**src/rtl/hist_issue_sched.sv**
```systemverilog
// ---------------------------------------------------------------------------
// hist_issue_sched
//
// Purpose:
//   Takes a packet of eight 8-bit histogram bin addresses and issues
//   increments for them to a counter memory. The memory accepts up to eight
//   lane increments per cycle but cannot take two increments to the same bin
//   in one cycle. Repeated addresses are therefore spread over several
//   cycles. Each cycle, only the lowest-numbered pending lane carrying a
//   given address is issued.
//   Idle lanes carry DUMP_ADDR, which lies outside the counter range, so a
//   write to it updates no counter.
//
// Ports:
//   clk        in   1    single clock, all state changes on the rising edge
//   reset      in   1    synchronous, active-high
//   in_valid   in   1    request packet present (sampled only in IDLE)
//   in_addr    in   128  eight 16-bit lanes; only the low byte of each is used
//   in_ready   out  1    block can accept a packet (IDLE)
//   mem_a      out  128  eight 16-bit lane addresses to the counter memory
//   mem_we     out  1    increment strobe to the counter memory
//   busy       out  1    a packet is being issued
//   done       out  1    one-cycle pulse after a packet's last increment
//   pkt_count  out  16   packets completed since reset, wraps at 16'hFFFF
//
// All outputs decode registered state only. There is no combinational path
// from in_valid or in_addr to any output.
// ---------------------------------------------------------------------------
module hist_issue_sched #(
    parameter logic [7:0] DUMP_ADDR = 8'hFF
) (
    input  logic         clk,
    input  logic         reset,
    input  logic         in_valid,
    input  logic [127:0] in_addr,
    output logic         in_ready,
    output logic [127:0] mem_a,
    output logic         mem_we,
    output logic         busy,
    output logic         done,
    output logic [15:0]  pkt_count
);

    localparam int LANES = 8;

    typedef enum logic {
        ST_IDLE  = 1'b0,
        ST_ISSUE = 1'b1
    } state_t;

    // Registered state
    state_t            r_state;
    logic [7:0]        r_addr [LANES];   // latched lane addresses
    logic [LANES-1:0]  r_pending;        // lanes still owed an increment
    logic              r_done;
    logic [15:0]       r_pkt_count;

    // Combinational helpers
    logic [7:0]        w_in_addr [LANES];
    logic [LANES-1:0]  w_in_pending;
    logic [LANES-1:0]  w_sel;            // lanes issued this cycle
    logic [LANES-1:0]  w_pending_left;   // lanes still pending after this cycle
    logic              w_unused_upper;

    // -----------------------------------------------------------------------
    // Input lane decode. The upper byte of each 16-bit lane is ignored. It is
    // folded into a sink signal so that it is visibly consumed.
    // -----------------------------------------------------------------------
    always_comb begin
        // NOTE: every signal assigned in always_comb gets a default first, so no path can leave it unassigned and infer a latch.
        w_unused_upper = 1'b0;
        for (int i = 0; i < LANES; i++) begin
            w_in_addr[i]    = in_addr[16*i +: 8];
            w_in_pending[i] = (in_addr[16*i +: 8] != DUMP_ADDR);
            w_unused_upper  = w_unused_upper ^ (^in_addr[16*i+8 +: 8]);
        end
    end

    // -----------------------------------------------------------------------
    // Lane selection. A pending lane is issued unless a lower pending lane
    // holds the same address. Within one cycle this guarantees:
    //   - the selected addresses are all distinct, and
    //   - the lowest pending lane is always selected, so a packet finishes
    //     in exactly max-multiplicity cycles.
    // -----------------------------------------------------------------------
    always_comb begin
        w_sel = '0;
        for (int i = 0; i < LANES; i++) begin
            w_sel[i] = r_pending[i];
            for (int j = 0; j < i; j++) begin
                if (r_pending[j] && (r_addr[j] == r_addr[i])) begin
                    w_sel[i] = 1'b0;
                end
            end
        end
        w_pending_left = r_pending & ~w_sel;
    end

    // -----------------------------------------------------------------------
    // Memory address lanes. A lane that is not selected, or any lane while
    // the block is IDLE, points at the dump address.
    // -----------------------------------------------------------------------
    always_comb begin
        mem_a = '0;
        for (int i = 0; i < LANES; i++) begin
            if ((r_state == ST_ISSUE) && w_sel[i]) begin
                mem_a[16*i +: 16] = {8'h00, r_addr[i]};
            end else begin
                mem_a[16*i +: 16] = {8'h00, DUMP_ADDR};
            end
        end
    end

    // -----------------------------------------------------------------------
    // Control FSM and packet bookkeeping.
    // -----------------------------------------------------------------------
    // NOTE: sequential state uses non-blocking (<=) assignments so that every register samples pre-edge values and ordering inside the block does not matter.
    always_ff @(posedge clk) begin
        if (reset) begin
            r_state     <= ST_IDLE;
            r_pending   <= '0;
            // NOTE: the latched address array is small and is reset explicitly, so that no stale address can reach mem_a after reset.
            for (int i = 0; i < LANES; i++) begin
                r_addr[i] <= DUMP_ADDR;
            end
            r_done      <= 1'b0;
            r_pkt_count <= '0;
        end else begin
            case (r_state)
                ST_IDLE: begin
                    r_done <= 1'b0;
                    if (in_valid) begin
                        for (int i = 0; i < LANES; i++) begin
                            r_addr[i] <= w_in_addr[i];
                        end
                        r_pending <= w_in_pending;
                        if (|w_in_pending) begin
                            r_state <= ST_ISSUE;
                        end else begin
                            // All lanes are dump lanes. The packet completes
                            // without issuing anything.
                            r_done      <= 1'b1;
                            r_pkt_count <= r_pkt_count + 16'd1;
                        end
                    end
                end

                ST_ISSUE: begin
                    r_pending <= w_pending_left;
                    r_done    <= 1'b0;
                    if (w_pending_left == '0) begin
                        r_state     <= ST_IDLE;
                        r_done      <= 1'b1;
                        r_pkt_count <= r_pkt_count + 16'd1;
                    end
                end
            endcase
        end
    end

    // -----------------------------------------------------------------------
    // Outputs: decoded directly from registers.
    // -----------------------------------------------------------------------
    assign in_ready  = (r_state == ST_IDLE);
    assign busy      = (r_state == ST_ISSUE);
    assign mem_we    = (r_state == ST_ISSUE);
    assign done      = r_done;
    assign pkt_count = r_pkt_count;

    // An issue cycle always strobes at least one real lane. ISSUE is only
    // entered with a pending lane, and the lowest pending lane is always
    // selected.
    a_issue_progress : assert property (
        @(posedge clk) disable iff (reset) busy |-> (w_sel != '0)
    );

endmodule
```
**config.mk**
```make
export PLATFORM = sky130hd
export DESIGN_NAME = hist_issue_sched
export DESIGN_NICKNAME = d
export VERILOG_FILES = /design/src/rtl/hist_issue_sched.sv
export SDC_FILE = /design/constraint.sdc
export NUM_CORES = 1
export LEC_CHECK = 0
export CAP_MARGIN = 20
export CORE_MARGIN = 2
export CORE_UTILIZATION = 45
export CTS_CLUSTER_SIZE = 28
export DETAILED_ROUTE_END_ITERATION = 8
export GPL_TIMING_DRIVEN = 0
export PLACE_DENSITY_LB_ADDON = 0.12
export SLEW_MARGIN = 0
export SYNTH_ARGS = -nofsm -noshare
export SYNTH_HDL_FRONTEND = slang
export SYNTH_SLANG_ARGS = --single-unit
```
**constraint.sdc**
```tcl
create_clock -name clk -period 9.05 [get_ports clk]
set_clock_uncertainty 0.05 [all_clocks]
set_input_delay 2.715 -clock clk [delete_from_list [all_inputs] [get_ports clk]]
set_output_delay 2.715 -clock clk [all_outputs]
set_load 0.05 [all_outputs]
```
; After elaboration in Yosys (flattened, before gate mapping)
; Memory sizes are Yosys's and may differ from the RTL's.
; Index checks and enable logic that the tools add are counted.
; Widths: inputs -> output; s select.
[word_totals]
elab_cells = 159
ff_bits = 26
input_bits = 131
ramBits = 64
latch_bits = 0
memories = 1
romBits = 0
output_inout_bits = 148
[op_classes]
muxes = 64
n_eq_ne = 39
n_reduce_logical = 39
order_cmp = 0
div = 0
n_addsub = 1
n_bitwise = 11
n_mul = 0
shift = 0
[memory_table]
columns = name, words, word_bits, rd, rd_clocked_by_memory_dff, write_ports, line_no
row1 = r_addr, 8, 8, 8, 0, 8, 53  ; logic [7:0] r_addr [LANES];
[op_table]
columns = op, count
row1 = $eq 8x8->1, 28
row2 = $mux 8, 17
row3 = $ne 8x8->1 const B, 8
row4 = $mux 16, 3
row5 = $mux 1, 40
row6 = $logic_and 1x1->1, 36
row7 = $pmux 16 s2, 1
row8 = $add 16x1->16 const B, 1
row9 = $pmux 8 s2, 1
row10 = $and 8x8->8, 1
row11 = $logic_not 8->1, 1
row12 = $not 8->8, 1
row13 = $or 1x1->1, 8
row14 = $reduce_or 8->1, 1
row15 = $ne 2x2->1 const B, 2
row16 = $pmux 1 s2, 2
row17 = $reduce_and 3->1, 1
row18 = $ne 2x1->1 const B, 1
row19 = $not 1->1, 1

; Depth between registers and ports, before layout
; Gate-level depths: netlist of the first run.
; An unclocked memory read counts as a cell.
[logic_depth]
word_depth = 15
mapped_depth = 10
ltp_nobuf = 8

; Worst setup path before layout of the first run
; OpenSTA, ideal clock, no wires.
[synth_path]
path_type = in2reg
start = input reset
end = memory r_addr[0][0], enable pin
cell_stages = 3
setup_time_ns = 0.433
t_arrival_ns = 4.811
required_ns = 8.567
n_path_buf = 2
setup_slack_ns = 3.757
cell_sequence = clkbuf_1 clkbuf_1 nand2b_1
[synth_lines]
columns = item, line_no
row1 = start: declaration, 33  ; input logic reset,
row2 = end: declaration, 53

==> metrics.md, run 1 <==
| Metric | Value |
|---|---|
| Placeable Area | 17,300 um2 |
| Initial core utilization | 45.9% |
| Multi-input gate area | 4590 um2 |
| Top-area cell type share of the netlist area | 24.2% |
| Routed Antenna Nets | 0 |
| Die width | 137 um |
| Post-Synth Simple-Gate Area | 23.4% |
| Vias in the first global route | 6,181 |
| Reg2reg start | r_addr[1][30] |
| Setup repair bufs after CTS | 0 |
| Post-synth EDFFs | 64 |
| Clock Tree Root | clkbuf_16 |
| Rel. slew slack | 43.0% |
| GPL Wtd Cong | 0.930 |
| Initial antenna violation count | 0 |
| Worst setup path start | r_addr[1][15] |
| WL per Instance | 18.6 um |
| Synthesized area per cell | 9.35 um2 |
| Row count | 48 |
| Worst-path fanout max | 9 |
| Share of cells above drive strength 1 | 20.7% |
| Clk buf depth | 2 |
| Most common cell in the netlist | xnor2_1 |
| Dpl cells | 1,288 |
| Input/output buffers | 149 |
| Reg area | 2440 um2 |
| Clock transition at path regs | 0.08 ns |
| DP Wirelength | 17,100 um |
| DRT iter0 DRCs | 570 |
| CP endpoint | mem_a[81] |
| CTS Sinks | 90 |
| Top Ports | 279 |
| Max rail drop VDD | 0.0947 mV |
| Global-route wire length before repair | 36,100 um |
| Post-Route WL | 24,300 um |
| Design area | 10,300 um2 |
| CP max-delay cell | clkdlybuf4s50_1 |
| Power per Cell Area | 121 nW/um2 |
| Library cells used by synthesis | 47 |
| Resized cells post-CTS | 0 |
| XOR/XNOR Fraction of Synth Area | 24.7% |
| CP Capture Type | output pin |
| Critical Path Start Type | flip-flop |
| Post-DR vias/cell | 5.11 |
| P_leak | 3.73 nW |
| Most used DFF post-synth | edfxtp_1 |
| Critical path type | reg -> out |
| Placed Area | 9970 um2 |
| Via count | 6,664 |
| Die area | 18,700 um2 |
| Max frequency | 168 MHz |
| Crit-path most repeated cell | nand3_1 |
| Setup TNS | 0 ns |
| Worst Max-Slew Pin Slew | 0.855 ns |
| Total Nets Final | 1,206 |
| Post-synthesis compound-gate area fraction | 3.92% |
| DR pass1 iterations | 5 |
| CTS tree | built |
| Sequential area share after synthesis | 30.8% |
| Post-layout minimum cycle time | 5.94 ns |
| CP top delay family | simple AND/OR/NAND/NOR gates |
| Max_cap viols | 0 |
| Total grt overflow | 0 |
| Async set-reset flop share out of synthesis | 0% |
| R2R Setup Slk | 5.91 ns |
| CTS Hold Bufs | 0 |
| Post-Synthesis Cells | 849 |
| CP peak stage delay | 0.71 ns |
| Final Max Slew Viols | 0 |
| Worst-path cell chain | buf_4 -> xnor2_1 -> nand3_1 -> nor4_1 -> or3_1 -> nor3_1 -> nand3_1 -> or2_2 -> clkdlybuf4s50_1 |
| Mux cell area share after synthesis | 2.52% |
| Top area cells in the synthesized netlist | edfxtp_1, xnor2_1, buf_4 |
| Crit path DAT | 3.17 ns |
| Setup violators final | 0 |
| # fillers | 1,563 |
| Worst Path Required | 6.29 ns |
| Period utilization | 65.6% |
| Register bit total from synthesis | 90 |
| Synth area leader | edfxtp_1 |
| Synth Area in Adders | 0.158% |
| Gr usage total | 26.2% |
| Synthesized cell area | 7940 um2 |
| Worst path depth | 9 |
| Buf+Inv Stages, Crit Path | 2 |
| Hold crit path type | reg -> reg |
| Final routed DRC violation total | 0 |
| Commonest cells post-synth | xnor2_1, buf_4, edfxtp_1 |
| Die height | 137 um |
| Largest family of logic cells by synthesized area | XOR/XNOR gates |
| Layout Cells excl Fill | 1,304 |
| Reg2Reg Capture Point | pkt_count[7] |
| Clk Latency, worst-skew pair | 0.36 ns |
| Diodes inserted | 0 |
| Synth warn | 0 |
| H-tree Lvls | 3 |
| Final Hold Vio Count | 0 |
| Unrepaired setup endpoints after global routing | false |
| Area grow syn2layout | 29.4% |
| Outcome | complete, no violations |
| R2r worst-path depth | 10 |
| CTS buffer count | 9 |
| Pin count of the biggest net entering global routing | 65 |
==> registers in the layout (all words and copies together), names as in the netlist <==
name	count
r_pending	8
busy	1
pkt_count	16
done	1
r_addr	64
==> tightest hold or removal path, delay by kind of cell (launching register included) <==
kind,cells,cell delay [ns]
compound gates,1,0.08
simple gates,1,0.07
flops,1,0.34
==> how the worst min path moves through the flow <==
stage                        end          from  cells after the start
detailed placement  r_pending[6]  r_pending[6]                      2
finish              r_pending[6]  r_pending[6]                      2
global placement    r_pending[6]  r_pending[6]                      2
global route        r_pending[6]  r_pending[6]                      2
floorplan           r_pending[6]  r_pending[6]                      2
CTS                 r_pending[6]  r_pending[6]                      2
==> metal layers <==
layer	global-route usage (%)	share of wire [%]	vias up	routed length, um
li1	-	-	3208	-
met1	34.8	42	3065	10200
met2	41.7	46	339	11200
met3	5.37	9.1	52	2210
met4	10.4	2.8	0	682
met5	0	0	-	0
==> kinds of logic after synthesis <==
logic type      count (synthesis)
fa+ha+maj                       1
compound gates                 38
simple gates                  321
xor+xnor                      224
flops                          90
mux                            16
buf+inv                       158
other cells                     1
==> placed cells by master, fill, tap and decap left out, types with 3 or more instances in the layout <==
master           Yosys  layout
xor2_1              38      38
xnor2_1            186     186
mux2_4               6       6
inv_1                6       6
and3_1               8       8
clkbuf_16            0      10
nor2_1              36      36
nor2b_1             14      14
clkbuf_1            20      20
and4_1               3       3
dfxtp_1             26      26
nand2_1             15      15
mux2_2               8       8
nand2b_1            33      32
a21oi_1              5       5
nand4_1             46      46
buf_4              113     113
nor4_1              20      20
nand3_1             26      26
buf_6               17      17
clkdlybuf4s50_1      0     149
o2111ai_1            9       9
a31oi_1              5       5
or2_2               49      49
edfxtp_1            64      64
nor3_1              16      16
conb_1               1      64
o21ai_2              5       5
or3_1               49      49
==> layout make-up <==
cell class | instances | share of cell area [%]
Buffer | 152 | 11.0
Tap cell | 225 | 2.74
Multi-Input combinational cell | 664 | 44.7
Timing Repair Buffer | 151 | 14.7
Sequential cell | 90 | 23.8
Clock buffer | 11 | 2.57
Inverter | 6 | 0.219
Clock inverter | 5 | 0.377
==> metrics by stage <==
step                setup slack (ns)  util [%]  hold slack (ns)  power (W)
floorplan                       3.76         -            0.414   0.000763
global placement                2.44      57.5            0.430   0.000856
detailed placement              3.54      57.7            0.440   0.000860
CTS                             3.14      59.4            0.463    0.00124
global route                    2.95      59.4            0.515    0.00129
finish                          3.11      59.4            0.466    0.00124
==> power by group <==
group / switching [W] / total (W) / leakage (nW) / internal [W]
combinational: 0.000232 / 0.000385 / 2.84 / 0.000153
sequential: 0.00000852 / 0.000471 / 0.741 / 0.000462
clock: 0.000174 / 0.000387 / 0.153 / 0.000213
total: 0.000414 / 0.00124 / 3.73 / 0.000829
Note: power is estimated with default switching activity, not from simulation.
==> run 2, diff against run 1 <==
- clock period: 9.05 -> 5.8 ns (I/O delays scaled with it)
==> results of run 2 <==
The final DEF is identical to that of run 1. Status: complete, no violations.
Among the figures that moved: setup slack after placement 3.54 ns -> 1.27 ns; setup slack after layout 3.11 ns -> 0.840 ns; register-to-register setup slack 5.91 ns -> 2.66 ns; total power 0.00124 W -> 0.00194 W; worst IR drop on VDD 0.0947 mV -> 0.148 mV
==> RTL edit (flow settings as in run 2) <==
Put one more register stage on the output `pkt_count`, with the module's reset. The value now appears one clock later. The other outputs are not delayed to match.
--- a/src/rtl/hist_issue_sched.sv
+++ b/src/rtl/hist_issue_sched.sv
@@ -165,7 +165,13 @@
     assign busy      = (r_state == ST_ISSUE);
     assign mem_we    = (r_state == ST_ISSUE);
     assign done      = r_done;
-    assign pkt_count = r_pkt_count;
+    always_ff @(posedge clk) begin
+        if (reset) begin
+            pkt_count <= '0;
+        end else begin
+            pkt_count <= r_pkt_count;
+        end
+    end
 
     // An issue cycle always strobes at least one real lane. ISSUE is only
     // entered with a pending lane, and the lowest pending lane is always
Function: changed (Yosys sat finds a counterexample within 4 cycles, from zero or initial values and one cycle with reset high).
==> RTL edit against run 2 <==
Setup slack got worse by 0.077 ns; register-to-register slack gained 0.19 ns; synthesized area grew 3.0%; wire length is 1.2% higher; total power rose by 7.2%; cell area is 2.3% higher; sequential cell count rose by 16; critical endpoint is now mem_a[55].
==> RTL edit: results (changes against run 2) <==
metric	value	unit	change
first-pass GRT wire length	37.7	mm	was 36.1 mm
PostCTS Resize Cnt	0		unchanged
Post-Place Cell Area	10200	um2	was 9970 um2
vias in the first global route	6762		was 6,181
highest ir drop seen on vdd	0.146	mV	was 0.148 mV
dominant cells by area after synthesis	sky130_fd_sc_hd__edfxtp_1, sky130_fd_sc_hd__xor2_1, sky130_fd_sc_hd__dfxtp_1		was sky130_fd_sc_hd__edfxtp_1, sky130_fd_sc_hd__xnor2_1, sky130_fd_sc_hd__buf_4
total via count after detailed routing	6879		was 6,664
family with the most delay on the worst path	buffers and inverters		was simple AND/OR/NAND/NOR gates
GPL Wtd Cong	0.916		was 0.930
Leak Pwr	3.69	nW	was 3.73 nW
endpoint arrival time on the critical path	3.25	ns	was 3.17 ns
via count normalized by instance count	5.17		was 5.11
DRT Wirelength	24.6	mm	was 24.3 mm
starting DRC count in detailed routing	603		was 570
cells after synthesis	874		was 849
switching power	0.000709	W	was 0.000646 W
instance count after placement with tap cells included	1315		was 1,288
part of the Yosys area used for sequential elements	33.8	%	was 30.8%
sum of net half-perimeters after detailed placement	17.6	mm	was 17.1 mm
number of unique standard cell types used by synthesis	45		was 47
area used by multi-input combinational logic	4490	um2	was 4590 um2
Post-Place Worst Slack	1.21	ns	was 1.27 ns
Max stage delay on crit path	0.81	ns	was 0.71 ns
Least-Margin Pin Slew	0.878	ns	was 0.855 ns
share of final-layout standard cells stronger than drive strength 1	19.0	%	was 20.7%
outcome	finished clean		unchanged
## RTL edit: power by group through the flow
stage	sequential, W	combinational, W	clock (W)
after floorplan	0.000868	0.000422	0
after global placement	0.000867	0.000569	0
after detailed placement	0.000865	0.000576	0
after CTS	0.000848	0.000578	0.000651
after global routing	0.000851	0.000620	0.000682
final	0.000848	0.000583	0.000649
## RTL edit: per-layer routing
layer	vias up	routed length, um	global-route usage (%)
met4	0	573	8.67
met5	-	0	0
met2	300	11700	41.9
li1	3285	-	-
met1	3251	10400	32.8
met3	43	1940	4.87
## RTL edit: cells by family (layout without fill, tap and decap cells)
kind of cell	Yosys count	in the layout	synth area share [%]
and+or+nand+nor	330	330	23.3
AOI/OAI and AO/OA	46	46	3.72
buffers and inverters	160	325	14.2
xor gates and xnor gates	225	225	24.1
other	1	64	0.0459
adders and majority gates	1	1	0.153
DFF	106	106	33.8
muxes	5	5	0.643
## RTL edit: layout make-up
cell class | instances | share of cell area (%)
clock buffer | 9 | 2.14
sequential | 106 | 26.3
inverter | 6 | 0.214
tap | 229 | 2.73
clock inverter | 7 | 0.798
multi-input combinational | 671 | 42.8
buffer | 154 | 10.9
timing repair buffer | 149 | 14.2
## RTL edit: final timing paths
path / start / endpoint / slack (ns) / cells after the start
setup reg to reg: r_addr[1][16]$_SDFFCE_PP1P_ / r_pkt_count[15]$_SDFFE_PP0P_ / 2.85 / 11
hold / removal: r_pkt_count[11]$_SDFFE_PP0P_ / pkt_count[11]$_SDFF_PP0_ / 0.43 / 2
setup / recovery: r_addr[0][26]$_SDFFCE_PN1P_ / mem_a[55] / 0.76 / 9
hold reg to reg: r_pkt_count[11]$_SDFFE_PP0P_ / pkt_count[11]$_SDFF_PP0_ / 0.43 / 2
